--- src/rtl/pi_screen_pkg.sv ---
// Shared screen geometry and types for the pi digit display path.
// Used by the prefetch sequencer, the video scanner and the glyph ROM.
//   COLS, ROWS : character grid (640x480 with 8x16 glyphs)
//   AW         : character RAM address width
//   digit_t    : one BCD digit
//   fsm_t      : prefetch sequencer states
package pi_screen_pkg;

    localparam int COLS = 80;
    localparam int ROWS = 30;
    localparam int AW   = $clog2(COLS * ROWS);

    typedef logic [3:0] digit_t;

    typedef enum logic [1:0] {
        IDLE,
        ISSUE,
        DRAIN,
        DONE
    } fsm_t;

endpackage

--- src/rtl/pi_tag_delay.sv ---
// Fixed-latency tag pipe that tracks which screen cell each in-flight digit
// request belongs to. An entry pushed in cycle c appears on pop/pop_addr in
// cycle c+LAT.
// Ports:
//   clk, rst        clock, synchronous active-high clear
//   push, push_addr new entry {valid, cell address}
//   pop, pop_addr   entry leaving the pipe this cycle
//   any_valid       at least one entry in flight
module pi_tag_delay #(
    parameter int LAT = 6,
    parameter int AW  = 12
) (
    input  logic          clk,
    input  logic          rst,
    input  logic          push,
    input  logic [AW-1:0] push_addr,
    output logic          pop,
    output logic [AW-1:0] pop_addr,
    output logic          any_valid
);

    logic [LAT-1:0] vld_q;
    logic [AW-1:0]  addr_q [LAT];

    always_ff @(posedge clk) begin
        if (rst) begin
            vld_q <= '0;
            for (int i = 0; i < LAT; i++) begin
                addr_q[i] <= '0;
            end
        end else begin
            vld_q[0]  <= push;
            addr_q[0] <= push_addr;
            for (int i = 1; i < LAT; i++) begin
                vld_q[i]  <= vld_q[i-1];
                addr_q[i] <= addr_q[i-1];
            end
        end
    end

    assign pop       = vld_q[LAT-1];
    assign pop_addr  = addr_q[LAT-1];
    assign any_valid = |vld_q;

endmodule

--- src/rtl/pi_digit_prefetch.sv ---
// Screen refill sequencer for pi_get_digit. Walks pi_index from base_index
// over COLS*ROWS digits, holding each index HOLD cycles, and writes each
// returned digit into the character RAM at its linear cell address.
//
// state | meaning
// ------+----------------------------------------------------------
// IDLE  | waiting for start
// ISSUE | presenting indices to the getter, one per HOLD cycles
// DRAIN | all indices issued, waiting for in-flight digits to land
// DONE  | one-cycle done pulse, then back to IDLE
//
// Ports:
//   clk, rst      clock, synchronous active-high reset
//   start         refill request (accepted only in IDLE)
//   base_index    first digit index, sampled on accepted start
//   busy, done    fill in progress / one-cycle completion pulse
//   pi_index      index to pi_get_digit
//   pi_digit      digit from pi_get_digit, LAT cycles after the last hold cycle
//   wr_en, wr_addr, wr_data   character RAM write port
module pi_digit_prefetch #(
    parameter int N    = 17,
    parameter int COLS = pi_screen_pkg::COLS,
    parameter int ROWS = pi_screen_pkg::ROWS,
    parameter int HOLD = 2,
    parameter int LAT  = 6,
    parameter int AW   = $clog2(COLS * ROWS)
) (
    input  logic          clk,
    input  logic          rst,
    input  logic          start,
    input  logic [N-1:0]  base_index,
    output logic          busy,
    output logic          done,
    output logic [N-1:0]  pi_index,
    input  logic [3:0]    pi_digit,
    output logic          wr_en,
    output logic [AW-1:0] wr_addr,
    output logic [3:0]    wr_data
);
    import pi_screen_pkg::*;

    localparam int CELLS = COLS * ROWS;
    localparam int HW    = (HOLD > 1) ? $clog2(HOLD) : 1;
    localparam logic [HW-1:0] HOLD_LAST = HW'(HOLD - 1);
    localparam logic [AW-1:0] CELL_LAST = AW'(CELLS - 1);

    fsm_t          state, state_nx;
    logic [HW-1:0] hold_cnt;
    logic [AW-1:0] cell_cnt;
    logic          hold_last;
    logic          push;
    logic          last_idx;
    logic          pop;
    logic [AW-1:0] pop_addr;
    logic          pipe_busy;
    digit_t        digit_in;

    assign digit_in  = pi_digit;
    assign hold_last = (hold_cnt == HOLD_LAST);
    assign push      = (state == ISSUE) && hold_last;
    assign last_idx  = push && (cell_cnt == CELL_LAST);

    pi_tag_delay #(
        .LAT (LAT),
        .AW  (AW)
    ) u_tag_delay (
        .clk       (clk),
        .rst       (rst),
        .push      (push),
        .push_addr (cell_cnt),
        .pop       (pop),
        .pop_addr  (pop_addr),
        .any_valid (pipe_busy)
    );

    always_comb begin
        state_nx = state;
        case (state)
            IDLE:    if (start) state_nx = ISSUE;
            ISSUE:   if (last_idx) state_nx = DRAIN;
            DRAIN:   if (!pipe_busy) state_nx = DONE;
            DONE:    state_nx = IDLE;
            default: state_nx = IDLE;
        endcase
    end

    always_ff @(posedge clk) begin
        if (rst) begin
            state    <= IDLE;
            busy     <= 1'b0;
            done     <= 1'b0;
            wr_en    <= 1'b0;
            wr_addr  <= '0;
            wr_data  <= '0;
            pi_index <= '0;
            hold_cnt <= '0;
            cell_cnt <= '0;
        end else begin
            state <= state_nx;
            busy  <= (state_nx == ISSUE) || (state_nx == DRAIN);
            done  <= (state_nx == DONE);

            // The getter's digit for the popped tag is on pi_digit this cycle.
            wr_en <= pop;
            if (pop) begin
                wr_addr <= pop_addr;
                wr_data <= digit_in;
            end

            if (state == IDLE && start) begin
                pi_index <= base_index;
                hold_cnt <= '0;
                cell_cnt <= '0;
            end else if (state == ISSUE) begin
                if (hold_last) begin
                    hold_cnt <= '0;
                    // Natural N-bit wrap of the index is intended.
                    pi_index <= pi_index + N'(1);
                    cell_cnt <= cell_cnt + AW'(1);
                end else begin
                    hold_cnt <= hold_cnt + HW'(1);
                end
            end
        end
    end

endmodule

--- config.mk ---
export PLATFORM = sky130hd
export DESIGN_NAME = pi_digit_prefetch
export DESIGN_NICKNAME = d
export VERILOG_FILES = /design/src/rtl/pi_screen_pkg.sv /design/src/rtl/pi_tag_delay.sv /design/src/rtl/pi_digit_prefetch.sv
export SDC_FILE = /design/constraint.sdc
export NUM_CORES = 1
export LEC_CHECK = 0
export CORE_UTILIZATION = 47
export CTS_CLUSTER_SIZE = 20
export DETAILED_ROUTE_END_ITERATION = 8
export PLACE_DENSITY = 0.79
export SLEW_MARGIN = 10
export SYNTH_ARGS = -nofsm -noshare
export SYNTH_HDL_FRONTEND = slang
export SYNTH_SLANG_ARGS = --single-unit
--- constraint.sdc ---
create_clock -name clk -period 1.9 [get_ports clk]
set_input_delay 0.285 -clock clk [delete_from_list [all_inputs] [get_ports clk]]
set_output_delay 0.285 -clock clk [all_outputs]
set_load 0.01 [all_outputs]
==> flow_metrics.tcl <==
set metrics [dict create \
    synth_cell_types 46 \
    grt.total_usage_pct 17.6 \
    max-slew-margin-rel_pct 74.5 \
    cts_root_buf "clkbuf_8" \
    cts_hold_buf 0 \
    grt_pass1_vias 2960 \
    die_w_um 99.3 \
    final_cell_mix "dfxtp_1 (125), nor2b_1 (81), clkdlybuf4s50_1 (58), nor2_1 (52), nand2_1 (20)" \
    holdCritPathClass "in -> reg" \
    drive_gt1_share_pct 13.8 \
    ys.flop_type "dfxtp_1" \
    grt_pass1_wl_mm 13.3 \
    start_util_pct 48.4 \
    synthArstFlopShare_pct 0 \
    core_um2 9200 \
    drt_first_pass_iters 4 \
    switching_share_pct 24.0 \
    syn_area_um2 4450 \
    die_y_um 99.3 \
    r2r_start "cell_cnt[1]" \
    finalSetupTns_ns 0 \
    tightest_slew_ns 0.382 \
    num_rows 35 \
    setup_viol 0 \
    ctsLongestPathBuffers 2 \
    finClkSkew_ns 0.00978 \
    end_kind "output pin" \
    io_buffers 59 \
    grt_max_degree 99 \
    crit_end "pi_index[7]" \
    diodes 0 \
    reg2reg_setup_slack_ns 0.09 \
    p_switching_w 0.00153 \
    clkLatencyLatePin_ns 0.52 \
    ctsHtreeMaxLevel 4 \
    avgSynthCellArea_um2 10.4 \
    syn_to_final_growth_pct 32.1 \
    synth.area.top_cells "dfxtp_1 (58%), nor2b_1 (11%), nor2_1 (4.4%)" \
    p_per_area_nw_per_um2 1090 \
    postSynthCellCount 427 \
    drtIter0Drc 122 \
    crit_type "reg -> out" \
    leakage_nw 2.28 \
    power_frac_comb_pct 5.4 \
    run_status "finished clean" \
    ir_drop_mv 0.652 \
    ios 60 \
    synth_top_area_share_pct 58.0 \
    ys_warn_count 0 \
    worstSetupStartpoint "pi_index[7]" \
    clk_pin_slew_ns 0.07 \
    antenna_found_initial 0 \
    min_period_over_period_pct 96.6 \
    drtAntennaViolNets 0 \
    clockPowerShare_pct 50.9 \
    routed_wl_mm 8.14 \
    syn_nets 454 \
    synth_edf_count 0 \
    cp_max_fo 7 \
    wire_per_inst_um 13.0 \
    dieArea_um2 9870 \
    final_common_cell "dfxtp_1" \
    seqPwrFrac_pct 43.7 \
    grt_overflow 0 \
    p_int_w 0.00486 \
    rr_endpoint "busy" \
    final_nets 527 \
    rr_worst_depth 7 \
    clock_sinks 129 \
    synth_area_leader_cell "dfxtp_1" \
    final_area_um2 5880 \
    period_minus_slack_ns 1.84 \
    fmax_ghz 0.545 \
    vias_per_cell 4.98 \
    finalMaxSlewViolations 0 \
    startpoint_type "register" \
    placed_area_um2 5220 \
    cts_buffers 17 \
    worstPathArrival_ns 1.55 \
    hold_viol 0 \
    globalplace.congestion 0.832 \
    drc_errors 0 \
    maxCapViolations 0 \
    synth-seq-cells 129 \
    hpwl_mm 5.05 \
    seq_area_frac_synth_pct 58.0 \
    fillers 701 \
    vias 3109 \
    cts_tree "done" \
    critPathRequiredTime_ns 1.62 \
]
[sequential cells by signal (all words and copies together), names as in the netlist]
name                cells
wr_addr                12
u_tag_delay.vld_q       6
u_tag_delay.addr_q     72
done                    1
cell_cnt               12
hold_cnt                1
wr_data                 4
pi_index               17
wr_en                   1
state                   2
busy                    1
[per-layer routing]
metal / track usage, % / vias up / part of all wire (%)
met1: 20.0 / 1465 / 44
met5: 0 / - / 0
met2: 29.3 / 75 / 50
li1: - / 1553 / -
met3: 5.90 / 16 / 4.1
met4: 9.50 / 0 / 2.0
[repair_timing]
item                                    4_1_cts  5_1_grt
endpoints found under the setup margin        2        3
gates resized for setup                       2        7
pin swaps                                     1        4
setup buffers                                 0        2
[area by class of cell]
class                   instances  area, um^2  area share (%)
clock buffers                  17         414            7.04
repair buffers                 78         756            12.9
clock inverters                15         195            3.32
inverters                       3        11.3           0.191
well taps                     111         139            2.36
flip-flops and latches        129        2590            44.0
multi-input cells             271        1780            30.2
[power by group through the flow]
stage                     Combinational [W]  Sequential [W]  Clock (W)
final                              0.000346         0.00279    0.00325
after global routing               0.000375         0.00280    0.00343
after CTS                          0.000347         0.00279    0.00331
after detailed placement           0.000345         0.00285          0
after global placement             0.000336         0.00285          0
after floorplan                    0.000158         0.00286          0
[synthesized netlist by cell type (all sizes together), types with 9 or more instances]
| cell type | count |
|---|---|
| dfxtp | 129 |
| nor2b | 82 |
| nor2 | 54 |
| nand2 | 20 |
| mux2i | 17 |
| clkbuf | 14 |
| xor2 | 12 |
| a21oi | 11 |
| buf | 10 |
| a211oi | 9 |
| nand3 | 9 |
| nor3 | 9 |
[through the flow]
| step | worst slack [ns] | util, % | total power, W | hold slack [ns] | instances |
|---|---|---|---|---|---|
| 2_1_floorplan | 0.0308 | - | 0.00302 | 0.414 | 427 |
| 3_3_place_gp | 0.0193 | 56.7 | 0.00318 | 0.415 | 590 |
| 3_5_place_dp | -0.00892 | 56.7 | 0.00319 | 0.423 | 590 |
| 4_1_cts | 0.0237 | 63.5 | 0.00644 | 0.115 | 622 |
| 5_1_grt | -0.000775 | 63.9 | 0.00661 | 0.119 | 624 |
| 6_report | 0.0647 | 63.9 | 0.00640 | 0.135 | 624 |
[cell families (layout without fill, tap and decap cells)]
logic type               count (synthesis)  in the layout  share of synthesized area, %
flip-flops                             129            129                          58.0
AO/OA/AOI/OAI                           35             35                          5.54
AND/OR/NAND/NOR                        198            198                          25.5
XOR/XNOR                                18             18                          3.54
buffers and inverters                   27            113                          2.78
multiplexers                            17             17                          3.82
adder cells (fa/ha/maj)                  3              3                         0.843
[worst min path at each step]
stage,cells past startpoint,startpoint,end,slack [ns]
after floorplan,1,u_tag_delay.addr_q[0][0],u_tag_delay.addr_q[1][0],0.41
after global placement,1,u_tag_delay.addr_q[2][1],u_tag_delay.addr_q[3][1],0.42
after detailed placement,1,u_tag_delay.addr_q[2][1],u_tag_delay.addr_q[3][1],0.42
after CTS,2,rst,wr_data[1],0.12
after global routing,2,rst,wr_data[1],0.12
final,2,rst,pi_index[0],0.13
[worst max-delay path, cell delays in order (launching register included)]
cell,delay [ns]
dfxtp_1,0.34
buf_4,0.16
clkdlybuf4s50_1,0.54
No activity file was read; power rests on OpenSTA's default activity.
